$ cat src/rtl/upcpu_acc_master.sv
// Host-side initiator for the shared-memory access port.
// Turns one host request into a strobe, waits for uprdy, times out on silence.
module upcpu_acc_master #(
  parameter int ADDRBIT = 5,
  parameter int WIDTH   = 32,
  parameter int TMO_CYC = 255,
  parameter int TMO_W   = 8
) (
  input  logic               clk,
  input  logic               rst,
  input  logic               hst_req,
  input  logic               hst_wr,
  input  logic [ADDRBIT-1:0] hst_addr,
  input  logic [WIDTH-1:0]   hst_wdata,
  output logic               hst_busy,
  output logic               hst_ack,
  output logic               hst_err,
  output logic [WIDTH-1:0]   hst_rdata,
  output logic               upen,
  output logic               upws,
  output logic               uprs,
  output logic [ADDRBIT-1:0] upa,
  output logic [WIDTH-1:0]   updi,
  input  logic [WIDTH-1:0]   updo,
  input  logic               uprdy,
  output logic [15:0]        tmo_cnt
);

  typedef enum logic [1:0] {
    IDLE,
    STROBE,
    WAIT,
    DONE
  } state_t;

  localparam logic [TMO_W-1:0] TMO_LAST = TMO_W'(TMO_CYC - 1);

  state_t           state;
  logic             wr_q;
  logic [TMO_W-1:0] cnt;

  always_ff @(posedge clk) begin
    if (rst) begin
      state     <= IDLE;
      wr_q      <= 1'b0;
      cnt       <= '0;
      hst_busy  <= 1'b0;
      hst_ack   <= 1'b0;
      hst_err   <= 1'b0;
      hst_rdata <= '0;
      upen      <= 1'b0;
      upws      <= 1'b0;
      uprs      <= 1'b0;
      upa       <= '0;
      updi      <= '0;
      tmo_cnt   <= '0;
    end else begin
      hst_ack <= 1'b0;
      upws    <= 1'b0;
      uprs    <= 1'b0;
      unique case (state)
        IDLE: begin
          if (hst_req) begin
            state    <= STROBE;
            wr_q     <= hst_wr;
            upa      <= hst_addr;
            if (hst_wr) updi <= hst_wdata;
            upen     <= 1'b1;
            upws     <= hst_wr;
            uprs     <= ~hst_wr;
            hst_busy <= 1'b1;
          end
        end
        STROBE: begin
          cnt   <= '0;
          state <= WAIT;
        end
        WAIT: begin
          // a response in the expiry cycle still counts as success
          if (uprdy) begin
            hst_rdata <= wr_q ? '0 : updo;
            hst_err   <= 1'b0;
            hst_ack   <= 1'b1;
            upen      <= 1'b0;
            state     <= DONE;
          end else if (cnt == TMO_LAST) begin
            hst_rdata <= '0;
            hst_err   <= 1'b1;
            hst_ack   <= 1'b1;
            upen      <= 1'b0;
            if (tmo_cnt != 16'hFFFF) tmo_cnt <= tmo_cnt + 16'd1;
            state     <= DONE;
          end else begin
            cnt <= cnt + 1'b1;
          end
        end
        DONE: begin
          hst_busy <= 1'b0;
          state    <= IDLE;
        end
        default: state <= IDLE;
      endcase
    end
  end

endmodule

$ cat config.mk
export PLATFORM = sky130hd
export DESIGN_NAME = upcpu_acc_master
export DESIGN_NICKNAME = d
export VERILOG_FILES = /design/src/rtl/upcpu_acc_master.sv
export SDC_FILE = /design/constraint.sdc
export NUM_CORES = 1
export LEC_CHECK = 0
export ABC_CLOCK_PERIOD_IN_PS = 3900
export CORE_MARGIN = 8
export CORE_UTILIZATION = 41
export CTS_CLUSTER_DIAMETER = 120
export DETAILED_ROUTE_END_ITERATION = 12
export GPL_ROUTABILITY_DRIVEN = 0
export GPL_TIMING_DRIVEN = 0
export PLACE_DENSITY = 0.79
export SLEW_MARGIN = 20
export SYNTH_ARGS = -nofsm -noshare
export SYNTH_HDL_FRONTEND = slang
export SYNTH_SLANG_ARGS = --single-unit
$ cat constraint.sdc
create_clock -name clk -period 3.9 [get_ports clk]
set_input_delay 0.39 -clock clk [delete_from_list [all_inputs] [get_ports clk]]
set_output_delay 0.39 -clock clk [all_outputs]
set_load 0.03 [all_outputs]
== Word-level counts from Yosys, hierarchy flattened ==
Cells that the tools add are included.

* Bits of input ports: 74
* Logic and storage cells: 63
* Register bits after elaboration: 102

* Eq/ne operators: 9
* Multiplexer cells: 19
* Bitwise gates (word level): 5
* Add/subtract/negate cells: 2
* Reduce and logical (&&, ||, !) cells: 15

{| class="wikitable"
|+ Operator list
! operator !! number
|-
| 32-bit two-way mux || 3
|-
| 16-bit by 1-bit adder with 16-bit output (second input constant) || 1
|-
| 8-bit two-way mux || 2
|-
| 16-bit != test (second input constant) || 1
|-
| 8-bit one-hot mux with 2 select lines || 1
|-
| 3-bit AND reduction || 3
|-
| 8-bit by 1-bit adder with 8-bit output (second input constant) || 1
|-
| 8-bit == test (second input constant) || 1
|-
| 2-bit one-hot mux with 4 select lines || 1
|-
| 2-bit AND reduction || 4
|-
| 2-bit nonzero test || 4
|-
| 1-bit two-way mux || 7
|-
| 2-bit two-way mux || 3
|-
| 2-bit != test (second input constant) || 3
|-
| 1-bit inverter || 5
|-
| 2-bit == test (second input constant) || 2
|-
| 1-bit one-hot mux with 2 select lines || 2
|-
| 4-bit AND reduction || 1
|-
| 3-bit != test (second input constant) || 1
|-
| 3-bit OR reduction || 1
|-
| 2-bit by 1-bit == test with 1-bit output (second input constant) || 1
|-
| 2-bit zero test || 1
|-
| 2-bit OR reduction || 1
|}

== Depth between registers and ports, before layout ==
* Word-level depth: 4
* Depth in mapped cells: 8
* Depth with buffers taken out: 6

== Worst setup path before layout ==
Ideal clock, no wire load.

* Path kind: reg2reg
* Start: register tmo_cnt[0]
* End: register tmo_cnt[2]
* Setup slack: 1,742 ps
* Arrival time: 2,037 ps
* Setup time: 121 ps
* Clock period less this slack: 2,158 ps
* Cell stages (with the launch flop): 7
* Cell sequence: dfxtp_1 -> ha_1 -> nand2_1 -> or3_1 -> buf_2 -> o311a_1 -> mux2_4

* Longest elaborated chain between the ends: 2
* Elaborated cells on any way between the ends: 3

{| class="wikitable"
|+ Ends and longest elaborated chain
! element !! line !! text
|-
| start, declared || 26 || <nowiki>output logic [15:0] tmo_cnt</nowiki>
|-
| start signal, assigned || 91 || <nowiki>if (tmo_cnt != 16'hFFFF) tmo_cnt <= tmo_cnt + 16'd1;</nowiki>
|-
| branches (longest 2 deep; another with 16-bit by 1-bit adder with 16-bit output) || -- ||
|}

Several ways; the timed one is not identified.
A chain may end at the register's enable or synchronous reset.

== Worst setup path in the final report ==
* Start: register cnt[0]
* End: register hst_rdata[2]

* Longest elaborated chain between the ends: 3

{| class="wikitable"
|+ Ends and longest elaborated chain
! element !! line !! text
|-
| start, declared || 40 || <nowiki>logic [TMO_W-1:0] cnt;</nowiki>
|-
| start signal, assigned || 94 || <nowiki>cnt <= cnt + 1'b1;</nowiki>
|-
| 8-bit == test || 86 || <nowiki>end else if (cnt == TMO_LAST) begin</nowiki>
|-
| 2-bit nonzero test (no source line) || -- ||
|-
| 2-bit AND reduction (no source line) || -- ||
|-
| end signal, assigned || 81 || <nowiki>hst_rdata <= wr_q ? '0 : updo;</nowiki>
|-
| end, declared || 18 || <nowiki>output logic [WIDTH-1:0] hst_rdata,</nowiki>
|}

Every way passes these cells.

==> results.txt <==
* Fraction of final layout cells sized beyond drive strength 1: 0.04808
- The first global-routing pass estimated slightly below 20000 um of wire.
- STA classifies the critical path startpoint as a flip-flop.
- Fraction of the yosys area taken by sequential cells: 0.5095
- The floorplan step set the die height to between 100 and 150 um.
- The final layout contains about 700 nets.
* Post-synth cell types: between 40 and 50
- Synthesis produced a netlist whose cell count is around 450.
* Total global routing track utilization: 0.1804
- The run finished with clean final reports.
- Fmax: 450.4 MHz
- Post-route clock period utilization: 0.5693
* Max Fanout on Critical Path: 10
- Crit path time final: 2.220 ns
- Vias in the first global route: 4034
* Most used DFF post-synth: sky130_fd_sc_hd__dfxtp_1
- sky130_fd_sc_hd__dfxtp_1 takes more of the synthesized area than any other cell.
- Counting both buffers and inverters, the worst setup path holds a total of 2.
* Worst min-delay path startpoint: updi[12]
- After detailed placement, the total cell area comes to ~0.0058 mm^2.
* Largest vdd supply drop: ~260 uV
* CP max-delay cell: sky130_fd_sc_hd__clkbuf_1
- Critical Path RT: roughly 4.2 ns
* Critical path type: reg -> reg
- Counting every net in the synthesized netlist gives 526.
- Counting every sink on the clock net gives slightly above 100.
- Of the total power, the clock network draws 0.250.
- Pin count of the biggest net entering global routing: 17
- For the pin with the worst max-slew slack, the measured transition is 0.6385 ns.
- Leak Pwr: 2.117 nW
- H-tree depth: 3
- Pint: around 1.8 mW
* Register-to-register path setup slack: around 1.7 ns
* Starting density of the core: 0.4158
- Number of core rows: 36
* Total Routed Length: between 10000 and 15000 um
* Max stage delay on crit path: 0.42 ns
- Largest clock skew in the final design: ~0.0086 ns
- Average via count per standard cell: slightly above 5
- The die covers roughly 0.013 mm^2.
- Kind of cell adding the most delay to the critical path: compound AO/OA/AOI/OAI gates
* Worst Hold Class: reg -> reg
- Crit. End Element: flip-flop
- Clock transition time at the flip-flop clock pins of the worst setup and hold paths: roughly 0.09 ns
- Share of total power in combinational logic: 0.286
* Die Width: ~110 um
- After detailed routing, the average wire length per cell comes to roughly 16 um.
- Count of flip-flops with a built-in enable after synthesis: 0
- For this run, design rule violations remaining after detail routing come to 0.
* Iteration count of the initial detailed-routing pass: 4
- Gates resized, CTS repair: 0
- Setup repair after global routing missed its margin: no
* Max-cap check violation count: 0
* Num CTS Buffers: 9
* Warning count from the yosys run: 0
- Dividing the synthesized area by the synthesized cell count gives 9.006 um^2.
* Synth Register Bits: around 100
- The number of setup buffers added after CTS is 0.
- The most critical setup path has its startpoint at cnt[0].
* Final design instance area without fill: 0.006003 mm^2
- Count of boundary I/O pins: around 170
- By area the synthesized netlist is led by sky130_fd_sc_hd__dfxtp_1 51%, sky130_fd_sc_hd__nand2_1 8.0%, sky130_fd_sc_hd__a22o_1 7.0%, sky130_fd_sc_hd__a21oi_1 6.4%, sky130_fd_sc_hd__mux2_2 2.8%.
- Setup violations remaining at the end of the flow were counted as 0.
- Signal arrival time at the worst endpoint: approximately 2.5 ns
- Clock tree from TritonCTS: built
- Critical R2R Launch: cnt[0]
* Switching power as a share of total power: 0.3238
- # diodes: 0
* Post-DRT Antenna Nets: 0
- The count of final hold-check violations came to 0.
* Total vias in the final route: around 3900
* Async set-reset flop share out of synthesis: 0
- From synthesis to final layout, the design area changed by 49.80%.
- Antenna violations before repair: 0
- Skew-Pair Late Insertion Delay: between 0.3 and 0.4 ns
- In this run the cell area of the synthesized design comes to approximately 0.004 mm^2.
- Global route total overflow: 0
* Power density over cell area: between 400 and 500 mW/mm^2
* CTS root buf: sky130_fd_sc_hd__clkbuf_8
- Max clock buf depth: 2
* Violation count after the first detailed-routing iteration: 210
* NetSw: around 0.84 mW
* Hold buffer count at cts: 0
- In this run the tightest slew margin relative to its limit is 0.5728.
- After routing, the total negative slack on setup checks comes to 0 ns.
* Core area: just under 0.01 mm^2
* Critical path cell sequence: inv_1 > ha_1 > and3_1 > a41o_1 > a21oi_1 > clkbuf_1 > a22o_1
- Of the post-synthesis cell area, the dominant cell type holds 0.5095.
- Detailed placement finished with a half-perimeter wire length of 9382 um.
- The final-report max-slew violation count came to 0.
- In this run the tool buffered the top-level ports with about 160 buffer cells.
* Register share of total power: 0.464
per-stage QoR:
step / worst slack [ns] / total power [mW] / hold WS [ns] / util / cells
2_1_floorplan: 1.742 / 1.629 / 0.4545 / - / 445
3_3_place_gp: 1.402 / 1.957 / 0.4418 / 0.6033 / 742
3_5_place_dp: 1.344 / 1.979 / 0.4466 / 0.6033 / 742
4_1_cts: 1.691 / 2.634 / 0.4603 / 0.6228 / 757
5_1_grt: 1.451 / 2.735 / 0.4794 / 0.6228 / 757
6_report: 1.680 / 2.606 / 0.4560 / 0.6228 / 757
sequential cells by signal, indices dropped and copies added (netlist names):
name / flops
hst_rdata: 32
updi: 32
tmo_cnt: 16
cnt: 8
upa: 5
state: 2
hst_ack: 1
hst_busy: 1
hst_err: 1
upen: 1
uprs: 1
upws: 1
wr_q: 1
cell usage after synthesis (all sizes together) (2+ instances only):
library cell	count
nor2b	10
clkbuf	27
mux2	11
buf	3
nor3	7
dfxtp	102
o21ai	2
o31ai	4
and4b	2
nor4	3
nand2b	7
or3	4
nand4b	2
nand3	14
nand2	85
inv	6
or2	3
ha	7
nor2	21
a211oi	8
nand4	3
nand3b	3
a22o	32
and2	4
a2111oi	3
and3	6
a21oi	51
o211ai	2
a41oi	2
per-layer routing:
metal,share of wire,global-route usage,vias to the layer above
met5,0,0,-
met4,0.020,0.08056,0
met3,0.092,0.07038,18
met2,0.48,0.2997,154
met1,0.41,0.2004,1825
li1,-,-,1920
kinds of logic after synthesis:
family          synth area share
mux                      0.03434
simple gates              0.2107
fa+ha+maj                0.02185
compound gates            0.1870
flops                     0.5095
xor+xnor                0.002186
buf+inv                  0.03434
area by class of cell:
cell class	count	area (um^2)
sequential	102	2042
fill	858	3636
multi-input combinational	307	1828
inverter	6	22.52
clock buffer	10	127.6
clock inverter	5	60.06
tap	133	166.4
timing repair buffer	164	1642
buffer	30	115.1
worst paths after layout:
check | to | cells past startpoint
worst max-delay path | hst_rdata[2] | 7
worst min-delay path | updi[12] | 2
worst max register to register | hst_rdata[2] | 7
worst min register to register | updi[12] | 2
placed cells by master (no fill, tap or decap), drive strengths merged, types with 2 or more instances in the layout:
cell           synthesis  layout
inv                    6       7
a211oi                 8       8
or3                    4       4
nor2                  21      21
mux2                  11      11
a21oi                 51      51
and4b                  2       2
nand4b                 2       2
a41oi                  2       2
or2                    3       3
o21ai                  2       2
clkbuf                27      37
clkdlybuf4s50          0     164
nand3b                 3       3
a22o                  32      32
clkinv                 0       2
nor2b                 10      10
and3                   6       6
dfxtp                102     102
o31ai                  4       4
nor4                   3       3
a2111oi                3       3
buf                    3       3
nor3                   7       7
nand2                 85      85
nand2b                 7       7
o211ai                 2       2
nand3                 14      14
ha                     7       7
nand4                  3       3
and2                   4       4
worst min-delay path, stage by stage, from the launching register on:
cell and delay [ns]:
sky130_fd_sc_hd__dfxtp_1 0.32, sky130_fd_sc_hd__nand2_1 0.05, sky130_fd_sc_hd__a21oi_1 0.05
power groups by stage:
stage | clock network, mW | registers [mW] | logic [mW]
floorplan | 0 | 1.42 | 0.210
global placement | 0 | 1.23 | 0.731
detailed placement | 0 | 1.23 | 0.747
CTS | 0.673 | 1.21 | 0.751
global route | 0.716 | 1.22 | 0.796
finish | 0.651 | 1.21 | 0.745
No activity file was read; power rests on OpenSTA's default activity.
